**src/rtl/fib_pkg.sv**
```systemverilog
// Shared types for the Fibonacci control FSM: state encoding, the datapath
// control-word bundle and the control word each state drives.
package fib_pkg;

    typedef enum logic [2:0] {
        ST_IDLE,
        ST_INIT,
        ST_CHECK,
        ST_EXP_A,
        ST_EXP_B,
        ST_LEAF,
        ST_FIN,
        ST_ERR
    } state_e;

    typedef struct packed {
        logic push;
        logic pop;
        logic s;
        logic s1;
        logic ld;
        logic z_ans;
    } ctrl_t;

    localparam ctrl_t CTRL_NONE  = '0;
    localparam ctrl_t CTRL_INIT  = '{push: 1'b1, pop: 1'b0, s: 1'b1, s1: 1'b0, ld: 1'b0, z_ans: 1'b1};
    localparam ctrl_t CTRL_EXP_A = '{push: 1'b1, pop: 1'b1, s: 1'b0, s1: 1'b0, ld: 1'b0, z_ans: 1'b0};
    localparam ctrl_t CTRL_EXP_B = '{push: 1'b1, pop: 1'b0, s: 1'b0, s1: 1'b0, ld: 1'b0, z_ans: 1'b0};
    localparam ctrl_t CTRL_LEAF  = '{push: 1'b0, pop: 1'b1, s: 1'b0, s1: 1'b0, ld: 1'b1, z_ans: 1'b0};

    // A full stack turns the second expansion push into a no-op on the way to ERR.
    function automatic ctrl_t ctrl_of(input state_e st, input logic at_max);
        ctrl_t c;
        case (st)
            ST_INIT:  c = CTRL_INIT;
            ST_EXP_A: c = CTRL_EXP_A;
            ST_EXP_B: c = at_max ? CTRL_NONE : CTRL_EXP_B;
            ST_LEAF:  c = CTRL_LEAF;
            default:  c = CTRL_NONE;
        endcase
        return c;
    endfunction

    function automatic logic is_busy_state(input state_e st);
        return (st == ST_INIT) || (st == ST_CHECK) || (st == ST_EXP_A) ||
               (st == ST_EXP_B) || (st == ST_LEAF);
    endfunction

endpackage

```
**src/rtl/fib_depth_counter.sv**
```systemverilog
// Mirrors the datapath stack occupancy so the controller can refuse a push
// that would exceed DEPTH entries; the count never wraps in either direction.
module fib_depth_counter
    import fib_pkg::*;
#(
    parameter int DEPTH = 8
) (
    input  logic clk,
    input  logic rst,
    input  logic clr_i,
    input  logic inc_i,
    input  logic dec_i,
    output logic at_max_o
);

    localparam int DW = $clog2(DEPTH + 1);
    localparam logic [DW-1:0] MAX = DW'(DEPTH);

    logic [DW-1:0] depth_q;
    logic [DW-1:0] depth_d;

    // NOTE: depth_d is assigned first on every path so no latch is inferred.
    always_comb begin
        depth_d = clr_i ? '0 : depth_q;
        if (inc_i && (depth_d != MAX)) begin
            depth_d = depth_d + 1'b1;
        end else if (dec_i && (depth_d != '0)) begin
            depth_d = depth_d - 1'b1;
        end
    end

    // NOTE: sequential state uses non-blocking assignments so every register
    // samples the pre-edge values of its neighbours.
    always_ff @(posedge clk) begin
        if (!rst) begin
            depth_q <= '0;
        end else begin
            depth_q <= depth_d;
        end
    end

    assign at_max_o = (depth_q == MAX);

endmodule

```
**src/rtl/fib_controller.sv**
```systemverilog
// Moore control FSM for the recursive-Fibonacci datapath, with start/done
// handshake, sticky stack-overflow flag and a saturating busy-cycle counter.
module fib_controller
    import fib_pkg::*;
#(
    parameter int DEPTH = 8,
    parameter int CW    = 8
) (
    input  logic          clk,
    input  logic          rst,
    input  logic          start,
    input  logic          G,
    input  logic          isEmpty,
    output logic          push,
    output logic          pop,
    output logic          s,
    output logic          s1,
    output logic          ld,
    output logic          z_ans,
    output logic          busy,
    output logic          done,
    output logic          err,
    output logic [CW-1:0] cycles
);

    localparam logic [CW-1:0] CYC_MAX = '1;

    state_e        state_q;
    state_e        state_d;
    ctrl_t         ctrl_q;
    logic          busy_q;
    logic          done_q;
    logic          err_q;
    logic [CW-1:0] cycles_q;
    logic          at_max;

    fib_depth_counter #(
        .DEPTH (DEPTH)
    ) u_depth (
        .clk      (clk),
        .rst      (rst),
        .clr_i    (state_q == ST_INIT),
        .inc_i    ((state_q == ST_INIT) || (state_q == ST_EXP_B)),
        .dec_i    (state_q == ST_LEAF),
        .at_max_o (at_max)
    );

    always_comb begin
        state_d = state_q;
        unique case (state_q)
            ST_IDLE:  if (start) state_d = ST_INIT;
            ST_INIT:  state_d = ST_CHECK;
            ST_CHECK: begin
                if (isEmpty)  state_d = ST_FIN;
                else if (G)   state_d = ST_EXP_A;
                else          state_d = ST_LEAF;
            end
            ST_EXP_A: state_d = ST_EXP_B;
            ST_EXP_B: state_d = at_max ? ST_ERR : ST_CHECK;
            ST_LEAF:  state_d = ST_CHECK;
            ST_FIN:   state_d = ST_IDLE;
            ST_ERR:   state_d = ST_IDLE;
            default:  state_d = ST_IDLE;
        endcase
    end

    // Outputs are registered from the next state, so they always equal the
    // decode of the state currently held.
    always_ff @(posedge clk) begin
        if (!rst) begin
            // NOTE: every control register is reset so the datapath sees idle
            // controls on the first cycle after reset.
            state_q  <= ST_IDLE;
            ctrl_q   <= CTRL_NONE;
            busy_q   <= 1'b0;
            done_q   <= 1'b0;
            err_q    <= 1'b0;
            cycles_q <= '0;
        end else begin
            state_q <= state_d;
            ctrl_q  <= ctrl_of(state_d, at_max);
            busy_q  <= is_busy_state(state_d);
            done_q  <= (state_d == ST_FIN) || (state_d == ST_ERR);

            if (state_d == ST_ERR) begin
                err_q <= 1'b1;
            end else if ((state_q == ST_IDLE) && start) begin
                err_q <= 1'b0;
            end

            if ((state_q == ST_IDLE) && start) begin
                cycles_q <= '0;
            end else if (is_busy_state(state_q) && (cycles_q != CYC_MAX)) begin
                cycles_q <= cycles_q + 1'b1;
            end
        end
    end

    assign push   = ctrl_q.push;
    assign pop    = ctrl_q.pop;
    assign s      = ctrl_q.s;
    assign s1     = ctrl_q.s1;
    assign ld     = ctrl_q.ld;
    assign z_ans  = ctrl_q.z_ans;
    assign busy   = busy_q;
    assign done   = done_q;
    assign err    = err_q;
    assign cycles = cycles_q;

endmodule

```
**config.mk**
```make
export PLATFORM = sky130hd
export DESIGN_NAME = fib_controller
export DESIGN_NICKNAME = d
export VERILOG_FILES = /design/src/rtl/fib_pkg.sv /design/src/rtl/fib_depth_counter.sv /design/src/rtl/fib_controller.sv
export SDC_FILE = /design/constraint.sdc
export NUM_CORES = 1
export LEC_CHECK = 0
export BUFFER_PORTS_ARGS = -buffer_cell sky130_fd_sc_hd__buf_2
export CELL_PAD_IN_SITES_DETAIL_PLACEMENT = 1
export CELL_PAD_IN_SITES_GLOBAL_PLACEMENT = 2
export CORE_ASPECT_RATIO = 1.4
export CORE_UTILIZATION = 31
export DETAILED_ROUTE_END_ITERATION = 12
export GPL_ROUTABILITY_DRIVEN = 0
export PLACE_DENSITY_LB_ADDON = 0.08
export SETUP_SLACK_MARGIN = 0.02
export SYNTH_ARGS = -nofsm -noshare
export SYNTH_HDL_FRONTEND = slang
export SYNTH_SLANG_ARGS = --single-unit
```
**constraint.sdc**
```tcl
create_clock -name clk -period 2.55 [get_ports clk]
set_input_delay 0 -clock clk [delete_from_list [all_inputs] [get_ports clk]]
set_output_delay 0 -clock clk [all_outputs]
set_load 0.05 [all_outputs]
```
==> results.sh <==
export IMPL_die_w_um=55.1
export IMPL_clkTransAtPathRegs_ns=0.08
export IMPL_grt_pass1_vias=1143
export IMPL_wl_um=3250
export IMPL_antenna_found_initial=0
export IMPL_yosysSeqAreaShare=0.360
export IMPL_route_vias_total=1149
export IMPL_hpwl_um=2510
export IMPL_grt_max_degree=16
export IMPL_synthesis_nets=158
export IMPL_fp_dieH_um=76.3
export IMPL_synth_warning_count=0
export IMPL_ys_ff_latch=22
export IMPL_synth_edf_count=0
export IMPL_numCtsBuffers=3
export IMPL_arrival_ns=2.20
export IMPL_r2r_setup_slack_ns=0.53
export IMPL_cts_root_buf="clkbuf_8"
export IMPL_design_core_area_um2=3710
export IMPL_rsz0062_at_grt="no"
export IMPL_async_flop_share=0
export IMPL_tritoncts="done"
export IMPL_power_leakage_nw=0.589
export IMPL_top_usage_layer="met2"
export IMPL_synth_avg_cell_area_um2=8.16
export IMPL_cp_required_ns=2.73
export IMPL_synth_ff_type="dfxtp_1"
export IMPL_rows=26
export IMPL_yosysTopAreaCellShare=0.360
export IMPL_crit_slowest_cell="or3b_1"
export IMPL_min_to="s"
export IMPL_endpoint_kind="register"
export IMPL_htree_levels=1
export IMPL_min_from="start"
export IMPL_skew_ns=0.00221
export IMPL_grtUsageMet2=0.294
export IMPL_wl_per_cell_um=15.3
export IMPL_nFillCells=466
export IMPL_synthTopCellsByArea="dfxtp_1 36%, a21oi_1 4.9%, nor2_1 4.3%"
export IMPL_synth_area_leader_cell="dfxtp_1"
export IMPL_drt_initial_drc_count=12
export IMPL_netlist_area_um2=1220
export IMPL_clock_latency_ns=0.26
export IMPL_hp_class="in -> reg"
export IMPL_crit_buf_inv=0
export IMPL_clock_sinks=22
export IMPL_finalHoldViolations=0
export IMPL_drt_pass1_iter_count=4
export IMPL_fin_crit_sh=0.794
export IMPL_place_ws_ns=0.506
export IMPL_critPathLaunchType="register"
export IMPL_setup_viol=0
export IMPL_drc_errors=0
export IMPL_cts_buffer_depth=2
export IMPL_hold_depth=3
export IMPL_slew_headroom=0.538
export IMPL_crit_chain="or3b_1 -> nand2_1 -> ha_1 -> nor2b_1 -> a311oi_2 -> nor3b_1 -> nor4b_2"
export IMPL_track_usage=0.169
export IMPL_drive_gt1_frac=0.200
export IMPL_critical_path_max_stage_delay_ns=0.48
export IMPL_io_pins=22
export IMPL_worst_slack_ns=0.525
export IMPL_grt_pass1_wl_um=5280
export IMPL_worstPathMaxFanout=7
export IMPL_final_max_slew_viol_count=0
export IMPL_grt_use_met1=0.197
export IMPL_finalNetCount=179
export IMPL_num_antenna_cells=0
export IMPL_port_buffers=20
export IMPL_syn_inst=150
export IMPL_finalSetupTns_ns=0
export IMPL_power_density_nw_per_um2=659
export IMPL_yosys_cell_types_count=45
export IMPL_ir_drop_v=0.000340
export IMPL_syn_to_final_growth_pct=17.4
export IMPL_use_met3=0.0240
export IMPL_gr_total_overflow=0
export IMPL_critical_path_top_delay_family="simple AND/OR/NAND/NOR gates"
export IMPL_status="complete, no violations"
export IMPL_max_freq_mhz=494
export IMPL_r2r_end="u_depth.depth_q[1]"
export IMPL_max_cap_viol_count=0
export IMPL_start_util=0.330
export IMPL_crit_type="reg -> reg"
export IMPL_worst_pin_slew_ns=0.687
export IMPL_r2r_start="state_q[2]"
export IMPL_avgViaCountPerCell=5.42
export IMPL_reg2reg_depth=7
export IMPL_die_area_um2=4210
export IMPL_period_minus_slack_ns=2.02
export IMPL_drtAntennaViolNets=0
## where the power goes
group          internal (mW)  switching, mW
Clock                  0.210          0.119
Sequential             0.364         0.0169
Combinational         0.0772          0.160
Total                  0.651          0.296
## worst register-to-register path, delay by kind of cell, from the launching register on
kind / cells / cell delay, ns
simple gates: 5 / 1.29
flops: 1 / 0.32
compound gates: 1 / 0.17
fa+ha+maj: 1 / 0.16
## cell type report
| type | count | area [um^2] | share of cell area |
|---|---|---|---|
| clock inverter | 1 | 30.0 | 0.0209 |
| sequential | 22 | 440 | 0.307 |
| tap | 42 | 52.6 | 0.0366 |
| multi-input combinational | 114 | 717 | 0.499 |
| inverter | 6 | 22.5 | 0.0157 |
| clock buffer | 3 | 41.3 | 0.0287 |
| timing repair buffer | 24 | 133 | 0.0923 |
## stage by stage
| stage | util | cell area [um^2] | hold slack, ns | total power [mW] | instances |
|---|---|---|---|---|---|
| 4_1_cts | 0.387 | 1440 | 0.0133 | 0.965 | 212 |
| 2_1_floorplan | - | 1220 | 0.0793 | 0.570 | 150 |
| 3_3_place_gp | 0.365 | 1360 | 0.246 | 0.623 | 207 |
| 6_report | 0.387 | 1440 | 0.0259 | 0.947 | 212 |
| 5_1_grt | 0.387 | 1440 | 0.0366 | 1.01 | 212 |
| 3_5_place_dp | 0.365 | 1360 | 0.258 | 0.628 | 207 |
## state kept, by name, summed over array words and instances (netlist names)
signal,count
cycles,8
u_depth.depth_q,4
state_q,3
busy,1
done,1
err,1
ld,1
pop,1
push,1
s,1
## cell usage after synthesis, drive strengths merged, types with 2 or more instances
cell / instances
a211oi: 4
nor3: 10
inv: 6
nand3b: 4
nor2b: 2
mux2i: 2
nand3: 6
nand2: 9
o21ai: 9
ha: 3
and2: 3
a21oi: 13
or3: 4
nor3b: 3
o32ai: 2
o31ai: 2
dfxtp: 22
buf: 5
nand2b: 3
and3: 2
or4: 2
clkbuf: 3
nand4: 2
nor2: 14
## layer usage
| metal | vias up | routed length, um | share of wire |
|---|---|---|---|
| li1 | 580 | - | - |
| met1 | 552 | 1390 | 0.43 |
| met2 | 13 | 1750 | 0.54 |
| met3 | 4 | 64 | 0.020 |
| met4 | 0 | 51 | 0.016 |
| met5 | - | 0 | 0 |
## placed cells by master, fill, tap and decap left out, drive strengths merged, types with 4 or more instances in the layout
cell type / n
buf: 23
dfxtp: 22
nor2: 14
a21oi: 13
nor3: 10
nand2: 9
o21ai: 9
inv: 6
nand3: 6
nand3b: 4
a211oi: 4
or3: 4
## logic make-up after synthesis
family	after synthesis	synth area share
mux	2	0.0164
compound gates	36	0.196
fa+ha+maj	3	0.0307
other cells	1	0.00306
buf+inv	14	0.0542
simple gates	70	0.325
xor+xnor	2	0.0143
flops	22	0.360
## worst max path at each step
stage	cells after the start	startpoint	slack, ns	end
after floorplan	8	state_q[0]	0.63	u_depth.depth_q[1]
after global placement	7	state_q[2]	0.61	u_depth.depth_q[2]
after detailed placement	7	state_q[0]	0.51	u_depth.depth_q[1]
after CTS	7	state_q[2]	0.49	u_depth.depth_q[1]
after global routing	7	state_q[0]	0.30	u_depth.depth_q[1]
final	7	state_q[2]	0.53	u_depth.depth_q[1]
## timing repair
item	CTS	global route
hold buffers	1	0
hold endpoints to repair	1	0
buffers inserted	0	0
resized for setup	0	0
Note: power is estimated with default switching activity, not from simulation.
